### src/rtl/wb_regfile_if.sv
// Bus bundle between the pipeline and the write-back/register-file block.
// Carries the W-stage commit fields, the two decode read ports, the debug
// read port and the architectural status outputs.
interface wb_regfile_if #(
    parameter int WIDTH = 64,
    parameter int CNT_W = 32
);
    // W pipeline register outputs
    logic             W_stall;
    logic [1:0]       W_stat;
    logic [3:0]       W_icode;
    logic [3:0]       W_dstE;
    logic [3:0]       W_dstM;
    logic [WIDTH-1:0] W_valE;
    logic [WIDTH-1:0] W_valM;

    // Decode-stage read ports
    logic [3:0]       d_srcA;
    logic [3:0]       d_srcB;
    logic [WIDTH-1:0] d_rvalA;
    logic [WIDTH-1:0] d_rvalB;

    // Debug read port
    logic [3:0]       dbg_addr;
    logic [WIDTH-1:0] dbg_data;

    // Architectural status
    logic [1:0]       proc_stat;
    logic             halted;
    logic [CNT_W-1:0] retired;

    // Pipeline side: drives W fields and read addresses
    modport master (
        output W_stall, W_stat, W_icode, W_dstE, W_dstM, W_valE, W_valM,
        output d_srcA, d_srcB, dbg_addr,
        input  d_rvalA, d_rvalB, dbg_data,
        input  proc_stat, halted, retired
    );

    // Register-file side: consumes W fields, serves reads and status
    modport slave (
        input  W_stall, W_stat, W_icode, W_dstE, W_dstM, W_valE, W_valM,
        input  d_srcA, d_srcB, dbg_addr,
        output d_rvalA, d_rvalB, dbg_data,
        output proc_stat, halted, retired
    );
endinterface

### src/rtl/wb_regfile.sv
// Write-back stage and program register file of the pipelined Y86-64 core.
// Commits valE/valM from the W register into 15 program registers, serves
// the decode read ports combinationally, and keeps a sticky RUN/HALT/FAULT
// status plus a retired-instruction counter.
module wb_regfile #(
    parameter int WIDTH = 64,
    parameter int CNT_W = 32
) (
    input  logic         clk,
    input  logic         rst_n,
    wb_regfile_if.slave  bus
);

    localparam int         NUM_REGS  = 15;
    localparam logic [1:0] STAT_AOK  = 2'b00;
    localparam logic [1:0] STAT_HLT  = 2'b01;
    localparam logic [3:0] ICODE_NOP = 4'h1;

    typedef enum logic [1:0] {
        S_RUN   = 2'b00,
        S_HALT  = 2'b01,
        S_FAULT = 2'b10
    } state_t;

    state_t           state;
    state_t           state_next;

    logic             commit;      // W entry is architecturally committed this cycle
    logic             count_en;    // committed entry is a real instruction
    logic             trap;        // W entry raises HLT/ADR/INS while running
    logic             halted;

    logic [WIDTH-1:0] regs [NUM_REGS];
    logic [1:0]       proc_stat;
    logic [CNT_W-1:0] retired;

    logic [WIDTH-1:0] rval_a;
    logic [WIDTH-1:0] rval_b;
    logic [WIDTH-1:0] dbg_val;

    // State register: HALT and FAULT are left only through reset
    always_ff @(posedge clk or negedge rst_n) begin
        if (!rst_n) begin
            state <= S_RUN;
        end else begin
            state <= state_next;
        end
    end

    // Next-state logic: a stalled W entry never triggers a transition
    always_comb begin
        state_next = state;
        case (state)
            S_RUN: begin
                if (!bus.W_stall && bus.W_stat != STAT_AOK) begin
                    if (bus.W_stat == STAT_HLT) begin
                        state_next = S_HALT;
                    end else begin
                        state_next = S_FAULT;
                    end
                end
            end
            S_HALT:  state_next = S_HALT;
            S_FAULT: state_next = S_FAULT;
            default: state_next = S_FAULT;
        endcase
    end

    // Output decode: commit only while running with an unstalled AOK entry
    always_comb begin
        commit   = (state == S_RUN) && !bus.W_stall && (bus.W_stat == STAT_AOK);
        trap     = (state == S_RUN) && !bus.W_stall && (bus.W_stat != STAT_AOK);
        count_en = commit && (bus.W_icode != ICODE_NOP);
        halted   = (state != S_RUN);
    end

    // Status latch: captures the W_stat that caused the stop, then holds it
    always_ff @(posedge clk or negedge rst_n) begin
        if (!rst_n) begin
            proc_stat <= STAT_AOK;
        end else if (trap) begin
            proc_stat <= bus.W_stat;
        end
    end

    // Retired counter: wraps silently at 2^CNT_W
    always_ff @(posedge clk or negedge rst_n) begin
        if (!rst_n) begin
            retired <= '0;
        end else if (count_en) begin
            retired <= retired + CNT_W'(1);
        end
    end

    // Register file write: dstM is checked first so valM wins on a shared
    // destination (popq %rsp); index 4'hF never matches any entry
    always_ff @(posedge clk or negedge rst_n) begin
        if (!rst_n) begin
            for (int i = 0; i < NUM_REGS; i++) begin
                regs[i] <= '0;
            end
        end else if (commit) begin
            for (int i = 0; i < NUM_REGS; i++) begin
                if (bus.W_dstM == 4'(i)) begin
                    regs[i] <= bus.W_valM;
                end else if (bus.W_dstE == 4'(i)) begin
                    regs[i] <= bus.W_valE;
                end
            end
        end
    end

    // Read ports: plain array reads with no write-through; address 4'hF
    // matches nothing and therefore reads as zero
    always_comb begin
        rval_a  = '0;
        rval_b  = '0;
        dbg_val = '0;
        for (int i = 0; i < NUM_REGS; i++) begin
            if (bus.d_srcA == 4'(i)) begin
                rval_a = regs[i];
            end
            if (bus.d_srcB == 4'(i)) begin
                rval_b = regs[i];
            end
            if (bus.dbg_addr == 4'(i)) begin
                dbg_val = regs[i];
            end
        end
    end

    // Drive the bus outputs
    always_comb begin
        bus.d_rvalA   = rval_a;
        bus.d_rvalB   = rval_b;
        bus.dbg_data  = dbg_val;
        bus.proc_stat = proc_stat;
        bus.halted    = halted;
        bus.retired   = retired;
    end

endmodule

### src/flat_wrapper.sv
// flat-port wrapper written by rule: the top's interface ports become plain ports
module wb_regfile_flat 
#(
    parameter int WIDTH = 64,
    parameter int CNT_W = 32
)
  (clk, rst_n, bus_W_stall, bus_W_stat, bus_W_icode, bus_W_dstE, bus_W_dstM, bus_W_valE, bus_W_valM, bus_d_srcA, bus_d_srcB, bus_dbg_addr, bus_d_rvalA, bus_d_rvalB, bus_dbg_data, bus_proc_stat, bus_halted, bus_retired);
  wb_regfile_if #(.WIDTH(WIDTH), .CNT_W(CNT_W)) bus_i ();
  input  logic clk;
  input  logic rst_n;
  input wire logic [$bits(bus_i.W_stall)-1:0] bus_W_stall;
  input wire logic [$bits(bus_i.W_stat)-1:0] bus_W_stat;
  input wire logic [$bits(bus_i.W_icode)-1:0] bus_W_icode;
  input wire logic [$bits(bus_i.W_dstE)-1:0] bus_W_dstE;
  input wire logic [$bits(bus_i.W_dstM)-1:0] bus_W_dstM;
  input wire logic [$bits(bus_i.W_valE)-1:0] bus_W_valE;
  input wire logic [$bits(bus_i.W_valM)-1:0] bus_W_valM;
  input wire logic [$bits(bus_i.d_srcA)-1:0] bus_d_srcA;
  input wire logic [$bits(bus_i.d_srcB)-1:0] bus_d_srcB;
  input wire logic [$bits(bus_i.dbg_addr)-1:0] bus_dbg_addr;
  output wire logic [$bits(bus_i.d_rvalA)-1:0] bus_d_rvalA;
  output wire logic [$bits(bus_i.d_rvalB)-1:0] bus_d_rvalB;
  output wire logic [$bits(bus_i.dbg_data)-1:0] bus_dbg_data;
  output wire logic [$bits(bus_i.proc_stat)-1:0] bus_proc_stat;
  output wire logic [$bits(bus_i.halted)-1:0] bus_halted;
  output wire logic [$bits(bus_i.retired)-1:0] bus_retired;
  assign bus_i.W_stall = bus_W_stall;
  assign bus_i.W_stat = bus_W_stat;
  assign bus_i.W_icode = bus_W_icode;
  assign bus_i.W_dstE = bus_W_dstE;
  assign bus_i.W_dstM = bus_W_dstM;
  assign bus_i.W_valE = bus_W_valE;
  assign bus_i.W_valM = bus_W_valM;
  assign bus_i.d_srcA = bus_d_srcA;
  assign bus_i.d_srcB = bus_d_srcB;
  assign bus_i.dbg_addr = bus_dbg_addr;
  assign bus_d_rvalA = bus_i.d_rvalA;
  assign bus_d_rvalB = bus_i.d_rvalB;
  assign bus_dbg_data = bus_i.dbg_data;
  assign bus_proc_stat = bus_i.proc_stat;
  assign bus_halted = bus_i.halted;
  assign bus_retired = bus_i.retired;
  wb_regfile #(.WIDTH(WIDTH), .CNT_W(CNT_W)) u_core (.clk(clk), .rst_n(rst_n), .bus(bus_i));
endmodule
### config.mk
export PLATFORM = sky130hd
export DESIGN_NAME = wb_regfile_flat
export DESIGN_NICKNAME = d
export VERILOG_FILES = /design/src/rtl/wb_regfile_if.sv /design/src/rtl/wb_regfile.sv /design/src/flat_wrapper.sv
export SDC_FILE = /design/constraint.sdc
export NUM_CORES = 2
export LEC_CHECK = 0
export ABC_AREA = 1
export CAP_MARGIN = 0
export CORE_MARGIN = 3
export CORE_UTILIZATION = 33
export DETAILED_ROUTE_END_ITERATION = 10
export HOLD_SLACK_MARGIN = 0.15
export PLACE_DENSITY = 0.48
export SLEW_MARGIN = 20
export SYNTH_ARGS = -nofsm -noshare
export SYNTH_HDL_FRONTEND = slang
export SYNTH_SLANG_ARGS = --single-unit
### constraint.sdc
create_clock -name clk -period 2.89 [get_ports clk]
set_input_delay 0.578 -clock clk [delete_from_list [all_inputs] [get_ports clk]]
set_output_delay 0.578 -clock clk [all_outputs]
set_load 0.02 [all_outputs]
==> results.json <==
{
  "status": "complete, but fails checks",
  "violations": "negative setup slack",
  "hpwlAfterDp_um": 320000,
  "hold_viol_final": 0,
  "rsz0062_at_grt": "true",
  "num_vias": 91200,
  "die_area_um2": 215000,
  "cp_data_required_time_ns": 2.31,
  "worst-path-max-fanout": 2,
  "track_usage_pct": 41.4,
  "clk_latency_ns": 0.84,
  "post-route-period-util_pct": 123,
  "antenna_found_initial": 31,
  "layout.nets": 12300,
  "rows": 167,
  "grt_util_met1_pct": 49.7,
  "clock-sinks": 996,
  "synth_cell_types": 28,
  "routedWlPerCell_um": 31.3,
  "drc": 0,
  "finalSetupViolCount": 192,
  "grt_pass1_vias": 84500,
  "slew-limit-headroom_pct": 23.3,
  "final_cells": 15000,
  "area_growth_pct": 48.1,
  "ys_seq_area_share_pct": 36.0,
  "yosysWarningCount": 0,
  "p_seq_share_pct": 35.3,
  "path_clk_slew_ns": 0.06,
  "grt_most_used_layer": "met2",
  "syn-instance-count": 11100,
  "syn-num-nets": 11200,
  "hold_class": "in -> async",
  "grt_use_met2_pct": 63.6,
  "setup.worst_path.end_class": "primary output",
  "swShare_pct": 35.5,
  "comb_power_share_pct": 25.2,
  "slew_viol_final": 0,
  "place.gp.congestion": 0.996,
  "synth_seq_cells": 996,
  "cts_tree": "done",
  "powerDensity_nw_per_um2": 434,
  "skew_ns": 0.0368,
  "ir_drop_mv": 0.615,
  "synth.avg_cell_area_um2": 6.25,
  "ios": 384,
  "fillers": 20400,
  "drt_pre_antenna_iters": 9,
  "grt_pass1_wl_um": 645000,
  "io_buffers": 383,
  "clockBufferDepth": 3,
  "crit_arrival_ns": 2.97,
  "criticalPathCategory": "reg -> out",
  "p_int_uw": 28700,
  "grt_max_degree": 92,
  "synthesis.area_um2": 69300,
  "root_buffer": "clkbuf_16",
  "cp-start-kind": "flop",
  "min_period_ns": 3.55,
  "final_core_utilization_pct": 49.4,
  "cts_made_buffers": 135,
  "whs_ns": 0.229,
  "drt_wl_total_um": 470000,
  "dp.cells": 14400,
  "grt_util_met3_pct": 9.22,
  "max_freq_mhz": 282,
  "fp.dieH_um": 464,
  "drtIter0Drc": 12700,
  "leakagePower_uw": 0.0470,
  "worstMarginPinSlew_ns": 1.14,
  "clkPwrFrac_pct": 39.5,
  "core_um2": 208000,
  "h-tree-depth": 4,
  "fin_ws_ns": -0.659,
  "switching_power_uw": 15800,
  "maxCapViolCount": 0,
  "die-width_um": 464,
  "initial_core_util_pct": 33.3,
  "overflow": 0,
  "drive_above_1_share_pct": 25.9,
  "ant_nets": 0,
  "vias_per_cell": 6.07
}
[worst paths after layout]
path,to,startpoint,cells after the start,slack [ns]
max in group asynchronous,u_core.regs[828],rst_n,4,1.53
max reg2reg,u_core.regs[56],u_core.state[0],11,0.63
min,u_core.regs[542],rst_n,2,0.23
max,bus_d_rvalA[58],u_core.regs[826],10,-0.66
min in group clk,u_core.bus.proc_stat[0],bus_W_stat[0],3,0.36
min reg2reg,u_core.state[0],u_core.state[1],1,0.49
[power groups by stage]
| stage | clock network, uW | logic, uW | registers (uW) |
|---|---|---|---|
| finish | 17600 | 11200 | 15700 |
| global route | 18200 | 11600 | 15800 |
| CTS | 17700 | 10500 | 15600 |
| detailed placement | 0 | 9310 | 15800 |
| global placement | 0 | 9260 | 15800 |
| floorplan | 0 | 3870 | 15600 |
[metal layers]
| metal | vias to the layer above | routed length [um] |
|---|---|---|
| met3 | 1722 | 48100 |
| li1 | 38900 | - |
| met4 | 16 | 46400 |
| met1 | 44100 | 170000 |
| met5 | - | 110 |
| met2 | 6472 | 205000 |
[synth_stat cells (all sizes together)]
| master | count | area share (%) |
|---|---|---|
| xor2 | 17 | 0.21 |
| nor4 | 3 | 0.027 |
| o21ai | 813 | 5.9 |
| xnor2 | 12 | 0.15 |
| nand4 | 537 | 4.8 |
| clkinv | 6 | 0.033 |
| ha | 1 | 0.018 |
| a211oi | 1 | 0.011 |
| inv | 609 | 3.3 |
| a21oi | 280 | 2.0 |
| a31oi | 596 | 5.4 |
| o41ai | 1 | 0.013 |
| dfrtp | 996 | 36 |
| nand2 | 3497 | 19 |
| buf | 298 | 2.0 |
| clkbuf | 686 | 3.7 |
| nor2 | 1338 | 7.3 |
| nand3 | 1383 | 10 |
| nor3 | 14 | 0.11 |
[stage by stage]
| step | power (uW) | setup WS [ns] | TNS (ns) | instance area [um^2] |
|---|---|---|---|---|
| after global placement | 25100 | -1.53 | -245.29 | 86000 |
| after detailed placement | 25100 | -1.49 | -247.67 | 86000 |
| after floorplan | 19400 | 0.374 | 0 | 69300 |
| after CTS | 43700 | -0.712 | -66.32 | 98100 |
| final | 44500 | -0.659 | -65.78 | 103000 |
| after global routing | 45600 | -0.677 | -75.25 | 103000 |
[cell families after synthesis]
group                      count (synthesis)  synth area share [%]
xor gates and xnor gates                  29                 0.367
adders and majority gates                  1                0.0181
and+or+nand+nor                         6772                  41.3
buffers and inverters                   1599                  9.08
AOI/OAI and AO/OA                       1691                  13.3
DFF                                      996                  36.0
[final cells by class]
| type | instances | area [um^2] | area share (%) |
|---|---|---|---|
| antenna | 21 | 52.6 | 0.0512 |
| clock buffer | 192 | 3820 | 3.72 |
| clock inverter | 47 | 633 | 0.617 |
| inverter | 615 | 2450 | 2.39 |
| multi-input combinational | 8493 | 44200 | 43.1 |
| sequential | 996 | 25000 | 24.3 |
| tap | 2788 | 3490 | 3.40 |
| timing repair buffer | 1879 | 23000 | 22.4 |
[sequential cells by signal (all words and copies together) (netlist names)]
name / cells
u_core.bus.proc_stat: 2
u_core.bus.retired: 32
u_core.regs: 960
u_core.state: 2
[worst max-delay path, stage by stage, from the launching register on]
cell     delay, ns
dfrtp_1       0.39
buf_4         0.15
nand3_2       0.08
nand3_4       0.09
nor2_4        0.10
nand4_1       0.14
nand2_1       0.11
nand4_1       0.25
nor2_2        0.20
nand4_1       0.33
buf_4         0.30
[layout by cell type, fill, tap and decap left out, types with 34 or more instances in the layout]
| cell | instances |
|---|---|
| a21oi_1 | 224 |
| a21oi_2 | 39 |
| a31oi_1 | 596 |
| buf_12 | 418 |
| buf_16 | 44 |
| buf_4 | 762 |
| buf_6 | 375 |
| buf_8 | 65 |
| clkbuf_1 | 34 |
| clkbuf_16 | 150 |
| clkdlybuf4s50_1 | 178 |
| dfrtp_1 | 973 |
| inv_1 | 568 |
| nand2_1 | 3214 |
| nand2_2 | 211 |
| nand2_4 | 68 |
| nand3_1 | 869 |
| nand3_2 | 422 |
| nand3_4 | 92 |
| nand4_1 | 537 |
| nor2_1 | 1000 |
| nor2_2 | 206 |
| nor2_4 | 132 |
| o21ai_0 | 772 |
| o21ai_1 | 36 |
[timing repair]
item | in CTS | in global routing
pin swaps | 742 | 1052
setup endpoints to repair | 192 | 192
endpoints found under the hold margin | 189 | 0
setup buffers | 273 | 123
gates resized for setup | 1889 | 921
gates cloned | 43 | 14
hold buffers | 1 | 0
No activity file was read; power rests on OpenSTA's default activity.
